File: config.mk
export PLATFORM = sky130hd
export DESIGN_NAME = uart_tx_emitter
export DESIGN_NICKNAME = d
export VERILOG_FILES = /design/src/rtl/uart_tx_emitter.sv
export SDC_FILE = /design/constraint.sdc
export NUM_CORES = 1
export LEC_CHECK = 0
export CAP_MARGIN = 20
export CORE_MARGIN = 3
export CORE_UTILIZATION = 35
export DETAILED_ROUTE_END_ITERATION = 10
export HOLD_SLACK_MARGIN = 0.15
export SLEW_MARGIN = 20
export SYNTH_ARGS = -nofsm -noshare
export SYNTH_HDL_FRONTEND = slang
export SYNTH_SLANG_ARGS = --single-unit
File: constraint.sdc
create_clock -name CLK -period 3.1 [get_ports CLK]
set_input_delay 0.465 -clock CLK [delete_from_list [all_inputs] [get_ports CLK]]
set_output_delay 0.465 -clock CLK [all_outputs]
set_load 0.02 [all_outputs]
File: src/rtl/uart_tx_emitter.sv
// uart_tx_emitter
//   UART transmitter for the core's UART write port. Bytes arrive as
//   {valid, data[7:0]}, are queued in a small circular FIFO, and are sent as
//   8N1 frames (start, 8 data bits LSB first, STOP_BITS stop bits) on the TX pin.
//
// Ports
//   CLK            in   clock, all state changes on posedge
//   RST            in   synchronous reset, active-high
//   wr_opt_byte    in   [8]=valid, [7:0]=byte from the core
//   wr_ready       out  byte is accepted this cycle if valid (0 = core retries)
//   uart_line_out  out  serial TX line, idles high, registered
//   busy           out  frame in progress or FIFO non-empty
//   fifo_count     out  occupied FIFO entries (0..FIFO_DEPTH)
module uart_tx_emitter #(
    parameter int CLKS_PER_BIT = 217,
    parameter int FIFO_DEPTH   = 4,
    parameter int STOP_BITS    = 1
) (
    input  logic                          CLK,
    input  logic                          RST,
    input  logic [8:0]                    wr_opt_byte,
    output logic                          wr_ready,
    output logic                          uart_line_out,
    output logic                          busy,
    output logic [$clog2(FIFO_DEPTH):0]   fifo_count
);

    // state | meaning
    // IDLE  | line high, waiting for a queued byte
    // START | start bit (line low) for one bit time
    // DATA  | eight data bits, LSB first, one bit time each
    // STOP  | stop bit(s), line high; chains straight into START if queued

    localparam int PTR_W     = $clog2(FIFO_DEPTH);
    localparam int CNT_W     = PTR_W + 1;
    localparam int STOP_CLKS = STOP_BITS * CLKS_PER_BIT;
    localparam int BAUD_W    = $clog2(STOP_CLKS);

    localparam logic [BAUD_W-1:0] BIT_LAST  = BAUD_W'(CLKS_PER_BIT - 1);
    localparam logic [BAUD_W-1:0] STOP_LAST = BAUD_W'(STOP_CLKS - 1);
    localparam logic [CNT_W-1:0]  CNT_FULL  = CNT_W'(FIFO_DEPTH);

    typedef enum logic [1:0] {
        IDLE  = 2'd0,
        START = 2'd1,
        DATA  = 2'd2,
        STOP  = 2'd3
    } state_t;

    state_t             state, state_nxt;
    logic [BAUD_W-1:0]  baud_cnt, baud_nxt;
    logic [2:0]         bit_idx, bit_nxt;
    logic [7:0]         shift_reg, shift_nxt;
    logic               line_nxt;

    logic [7:0]         mem [FIFO_DEPTH];
    logic [PTR_W-1:0]   rd_ptr, wr_ptr;
    logic [CNT_W-1:0]   count;
    logic               full, empty, push, pop;

    assign full       = (count == CNT_FULL);
    assign empty      = (count == '0);
    assign wr_ready   = !full && !RST;
    assign push       = wr_opt_byte[8] && wr_ready;
    assign busy       = (state != IDLE) || !empty;
    assign fifo_count = count;

    always_comb begin
        state_nxt = state;
        baud_nxt  = baud_cnt;
        bit_nxt   = bit_idx;
        shift_nxt = shift_reg;
        pop       = 1'b0;
        case (state)
            IDLE: begin
                if (!empty) begin
                    pop       = 1'b1;
                    shift_nxt = mem[rd_ptr];
                    baud_nxt  = '0;
                    state_nxt = START;
                end
            end
            START: begin
                if (baud_cnt == BIT_LAST) begin
                    baud_nxt  = '0;
                    bit_nxt   = 3'd0;
                    state_nxt = DATA;
                end else begin
                    baud_nxt = baud_cnt + BAUD_W'(1);
                end
            end
            DATA: begin
                if (baud_cnt == BIT_LAST) begin
                    baud_nxt  = '0;
                    shift_nxt = {1'b0, shift_reg[7:1]};
                    if (bit_idx == 3'd7) begin
                        state_nxt = STOP;
                    end else begin
                        bit_nxt = bit_idx + 3'd1;
                    end
                end else begin
                    baud_nxt = baud_cnt + BAUD_W'(1);
                end
            end
            STOP: begin
                if (baud_cnt == STOP_LAST) begin
                    baud_nxt = '0;
                    // Pop the next byte on the last stop cycle so frames abut.
                    if (!empty) begin
                        pop       = 1'b1;
                        shift_nxt = mem[rd_ptr];
                        state_nxt = START;
                    end else begin
                        state_nxt = IDLE;
                    end
                end else begin
                    baud_nxt = baud_cnt + BAUD_W'(1);
                end
            end
            default: begin
                state_nxt = IDLE;
            end
        endcase

        // Line level follows the state being entered, so the registered line
        // lines up with the state register with no extra cycle of lag.
        case (state_nxt)
            START:   line_nxt = 1'b0;
            DATA:    line_nxt = shift_nxt[0];
            default: line_nxt = 1'b1;
        endcase
    end

    always_ff @(posedge CLK) begin
        if (RST) begin
            state         <= IDLE;
            baud_cnt      <= '0;
            bit_idx       <= 3'd0;
            shift_reg     <= 8'h00;
            uart_line_out <= 1'b1;
            rd_ptr        <= '0;
            wr_ptr        <= '0;
            count         <= '0;
        end else begin
            state         <= state_nxt;
            baud_cnt      <= baud_nxt;
            bit_idx       <= bit_nxt;
            shift_reg     <= shift_nxt;
            uart_line_out <= line_nxt;
            if (push) begin
                wr_ptr <= wr_ptr + PTR_W'(1);
            end
            if (pop) begin
                rd_ptr <= rd_ptr + PTR_W'(1);
            end
            case ({push, pop})
                2'b10:   count <= count + CNT_W'(1);
                2'b01:   count <= count - CNT_W'(1);
                default: count <= count;
            endcase
        end
    end

    // Storage needs no reset; push is already blocked while RST is high.
    always_ff @(posedge CLK) begin
        if (push) begin
            mem[wr_ptr] <= wr_opt_byte[7:0];
        end
    end

endmodule

==> flow_metrics.tcl <==
set metrics [dict create \
    status "complete, no violations" \
    synth_edf_count 32 \
    root_buffer "clkbuf_8" \
    ant_nets 0 \
    fin_total_pwr_w 0.00268 \
    setup_violations 0 \
    dieWidth_um 97.5 \
    die_h_um 97.5 \
    antenna_cells 0 \
    dieArea_mm2 0.00951 \
    io_pins 17 \
    grt_pass1_wl_um 8980 \
    yosysTopAreaCell "edfxtp_1" \
    slew_headroom_pct 64.5 \
    synthCells 243 \
    worst_pin_slew_ps 530 \
    via_count 1846 \
    cts-resized-gates 0 \
    cpPeakStageDelay_ps 620 \
    syn-num-nets 269 \
    first_iter_violations 105 \
    fin_skew_ps 7.20 \
    first_pass_iters 4 \
    core_area_mm2 0.00793 \
    antenna_found_initial 0 \
    cts.clk_slew.worst_paths_ps 70 \
    yosysUniqueCellTypes 49 \
    drv_slew 0 \
    whs_ps 474 \
    clockBufferDepth 2 \
    utilization_pct 42.4 \
    routed_wl_um 5210 \
    cp.required_ps 2630 \
    crit_type "reg -> out" \
    fill_cells 749 \
    core.rowCount 32 \
    tns_ps 0 \
    power_frac_seq_pct 41.2 \
    crit_slowest_cell "or4b_1" \
    grt_pass1_vias 1797 \
    vdd_drop_max_mv 0.350 \
    timing.fmax_ghz 0.361 \
    critical_path_arrival_ps 2310 \
    rsz0062_at_grt "no" \
    p_comb_share_pct 34.3 \
    htreeDepth 3 \
    io_buffer_count 16 \
    cts_made_buffers 9 \
    grt_overflow 0 \
    drive_gt1_share_pct 13.9 \
    maxCapViolations 0 \
    syn_area_mm2 0.00293 \
    cts_hold_buffers 0 \
    cts_tree "built" \
    yosys_most_used_dff "edfxtp_1" \
    yosys_warnings 0 \
    clk_latency_ps 340 \
    power_density_mw_per_mm2 795 \
    nets 287 \
    start_util_pct 37.0 \
    ys_seq_area_share_pct 54.0 \
    syn_area_per_cell_um2 12.1 \
    cp-start-kind "flip-flop" \
    grt_util_all_layers_pct 12.0 \
    hp-class "reg -> reg" \
    timing.final.crit_share_pct 89.4 \
    synth_top_area_share_pct 32.8 \
    cts.sinks 63 \
    async_flop_share_pct 0 \
    internal_power_w 0.00171 \
    dpl_cell_area_mm2 0.00318 \
    power_switching_w 0.000964 \
    p_clk_share_pct 24.4 \
    place_congestion 0.740 \
    yosys-top-cells-area "edfxtp_1 33%, dfxtp_1 21%, mux4_2 6.1%" \
    drc 0 \
    fin_area_mm2 0.00336 \
    area_delta_synth_final_pct 14.8 \
    synth-seq-cells 63 \
    period_minus_slack_ps 2770 \
    leakagePower_nw 1.17 \
    routedWlPerCell_um 14.1 \
    largest_reg_flops 32 \
    hold_viol 0 \
    worst_setup_path_end_kind "primary output" \
    p_sw_share_pct 36.0 \
    via_per_inst 5.02 \
    hpwlAfterDp_um 3560 \
    crit_chain "inv_1, ha_1, or4b_1, clkdlybuf4s50_1" \
    cts_setup_buffers 0 \
    grt_max_degree 21 \
    crit_fanout 8 \
]
-- cells in the final DEF (no fill, tap or decap), types with 4 or more instances in the layout --
| master | netlist | routed |
|---|---|---|
| edfxtp_1 | 32 | 32 |
| dfxtp_1 | 31 | 31 |
| nor2_1 | 21 | 21 |
| clkdlybuf4s50_1 | 0 | 16 |
| ha_1 | 14 | 14 |
| nand2_1 | 13 | 13 |
| inv_1 | 12 | 12 |
| o21ai_0 | 11 | 11 |
| a21oi_1 | 9 | 9 |
| clkbuf_8 | 0 | 9 |
| mux4_2 | 8 | 8 |
| and3_1 | 6 | 6 |
| xor2_1 | 6 | 6 |
| mux2i_1 | 6 | 6 |
| a22o_1 | 6 | 6 |
| xnor2_1 | 6 | 6 |
| nand2b_1 | 4 | 4 |
-- final timing paths --
check	end	cells after the start	start	slack, ps
hold / removal	bit_idx[2]	2	bit_idx[2]	470
hold reg to reg	bit_idx[2]	2	bit_idx[2]	470
setup / recovery	busy	4	state[1]	330
setup reg to reg	fifo_count[2]	11	baud_cnt[0]	570
-- power groups by stage --
| stage | logic, W | clock network [W] | registers [W] |
|---|---|---|---|
| floorplan | 0.000721 | 0 | 0.00110 |
| detailed placement | 0.000924 | 0 | 0.00112 |
| global route | 0.00103 | 0.000708 | 0.00112 |
| global placement | 0.000921 | 0 | 0.00112 |
| finish | 0.000918 | 0.000654 | 0.00110 |
| CTS | 0.000930 | 0.000673 | 0.00111 |
-- synth_stat cells (3+ instances only) --
cell type,number
dfxtp_1,31
o211ai_1,3
o21ai_0,11
ha_1,14
nand2_1,13
a22o_1,6
and3_1,6
nand4_1,3
edfxtp_1,32
a31oi_1,3
nand2b_1,4
a21oi_1,9
xor2_1,6
nor2_1,21
nor3_2,3
inv_1,12
or3_1,3
nand3_1,3
mux4_2,8
xnor2_1,6
mux2i_1,6
clkbuf_1,7
nor2b_1,3
-- through the flow --
stage,instances,setup WS (ps)
after detailed placement,352,487
after global routing,368,240
final,368,327
after global placement,352,564
after floorplan,243,599
after CTS,368,305
-- worst max-delay path, delay by kind of cell, from the launching register on --
family / cells / cell delay (ps)
and+or+nand+nor: 1 / 620
buffers and inverters: 2 / 740
adders and majority gates: 1 / 240
DFF: 1 / 360
-- layer usage --
layer  GRT usage (%)  share of wire (%)  vias up
met5               0                  0        -
met4            6.71                2.3        0
met3            2.58                3.4       12
met2            17.8                 45       29
met1            16.1                 49      873
li1                -                  -      932
-- kinds of logic after synthesis --
kind of cell             share of synthesized area, %
AND/OR/NAND/NOR                                  14.2
flip-flops                                       54.0
AO/OA/AOI/OAI                                    9.91
buffers and inverters                            3.46
adder cells (fa/ha/maj)                          6.66
multiplexers                                     8.20
XOR/XNOR                                         3.59
-- cell type report --
class	count	area, µm²	area share (%)
Clock inverter	7	56.3	1.67
Sequential cell	63	1580	47.0
Tap cell	102	128	3.79
Inverter	12	45.0	1.34
Timing Repair Buffer	19	183	5.43
Multi-Input combinational cell	156	1250	37.1
Clock buffer	9	124	3.68
No activity file was read; power rests on OpenSTA's default activity.
==> patch, RTL diff (config.mk and constraints unchanged) <==
Re-encode `state_t` (4 states) as Gray code, 2 bits wide.
--- a/src/rtl/uart_tx_emitter.sv
+++ b/src/rtl/uart_tx_emitter.sv
@@ -41,10 +41,10 @@
     localparam logic [CNT_W-1:0]  CNT_FULL  = CNT_W'(FIFO_DEPTH);
 
     typedef enum logic [1:0] {
-        IDLE  = 2'd0,
-        START = 2'd1,
-        DATA  = 2'd2,
-        STOP  = 2'd3
+        IDLE  = 2'b00,
+        START = 2'b01,
+        DATA  = 2'b11,
+        STOP  = 2'b10
     } state_t;
 
     state_t             state, state_nxt;
Check against the original RTL: same outputs for any inputs over 10 cycles, from zero or initial values and one cycle with RST high; not proved beyond that.
==> patch against the unedited design <==
  * Synthesized area down 4.4%
  * Routed wire length down 2.8%
  * Power down 4.0%
  * Setup slack better by 120 ps
  * Sequential cell count unchanged
  * Utilization up 0.28 points
  * Final area down 4.5%
  * Count of clock-buffer cells in the layout unchanged
  * Cell count down 3.8%
  * Combinational power down 14%
  * Clock skew down 3.0 ps
  * Critical path type is now flip-flop to flip-flop
==> patch: results <==
[yosys]
synthTopCellsByArea = edfxtp_1 (34%), dfxtp_1 (22%), mux4_2 (6.4%), ha_1 (4.0%), a21oi_1 (3.0%)
synth_cell_type_count = 48
synth_common_cells = edfxtp_1 (32), dfxtp_1 (31), inv_1 (19)
syn-num-nets = 254
synthCells = 233
yosysSeqAreaShare_pct = 56.5

[power]
powerDensity_nw_per_um2 = 800
switchingPower_mw = 0.834
peakVddDrop_mv = 0.331
p_clk_mw = 0.653
p_leak_nw = 1.13
comb_power_share_pct = 30.6

[global_routing]
grt_use_met2_pct = 19.2
grt_use_met1_pct = 16.1
grt_pass1_wl_um = 8580
grt_use_total_pct = 12.6
grt_max_degree = 31

[placement]
place_area_um2 = 3040
gp_congestion = 0.736
hpwl_um = 3340
pre_cts_ws_ps = 495
dp_cells = 339

[sta]
hold_slack_ps = 454
fin_skew_ps = 4.20
slew_headroom_pct = 64.4

[critical_path]
r2r_slack_ps = 450
crit_fanout = 6
slowest_stage = fa_1
reg2reg_depth = 12
crit_end = fifo_count[2]

[routing]
wl_um = 5060
wl_per_cell_um = 14.3
vias = 1793
wl_met3_um = 219
drt-met1-wl_um = 2450
wl_met2_um = 2320

[min_path]
hold_start = shift_reg[6]
whs_endpoint = shift_reg[6]

[cells_and_area]
multiInputCombCellCount = 139
nets = 272
utilization_pct = 42.7
drive_gt1_share_pct = 15.3
clock_area_share_pct = 5.49
layout.nonclk_buf_share_pct = 5.68
fill_cells = 722
inverters = 19

[run_status]
status = completed

[floorplanning]
taps = 99
patch: cell types whose count changed in the layout (fill, tap and decap cells not counted), moves of 6 or more:
| cell | before | now |
|---|---|---|
| nor3_1 | 1 | 8 |
| a21oi_1 | 9 | 17 |
| mux2i_1 | 6 | 0 |
| o21ai_0 | 11 | 3 |
| inv_1 | 12 | 19 |
patch: cells by family after synthesis:
| family | Yosys count | share of synthesized area [%] |
|---|---|---|
| muxes | 10 | 7.24 |
| AOI/OAI and AO/OA | 45 | 12.2 |
| adders and majority gates | 10 | 4.73 |
| buffers and inverters | 31 | 5.05 |
| and+or+nand+nor | 70 | 13.0 |
| xor gates and xnor gates | 4 | 1.25 |
| DFF | 63 | 56.5 |
patch: tightest hold or removal path: stages, from the launching register on:
cell and delay, ps:
dfxtp_1 310, inv_1 50, a211oi_1 50
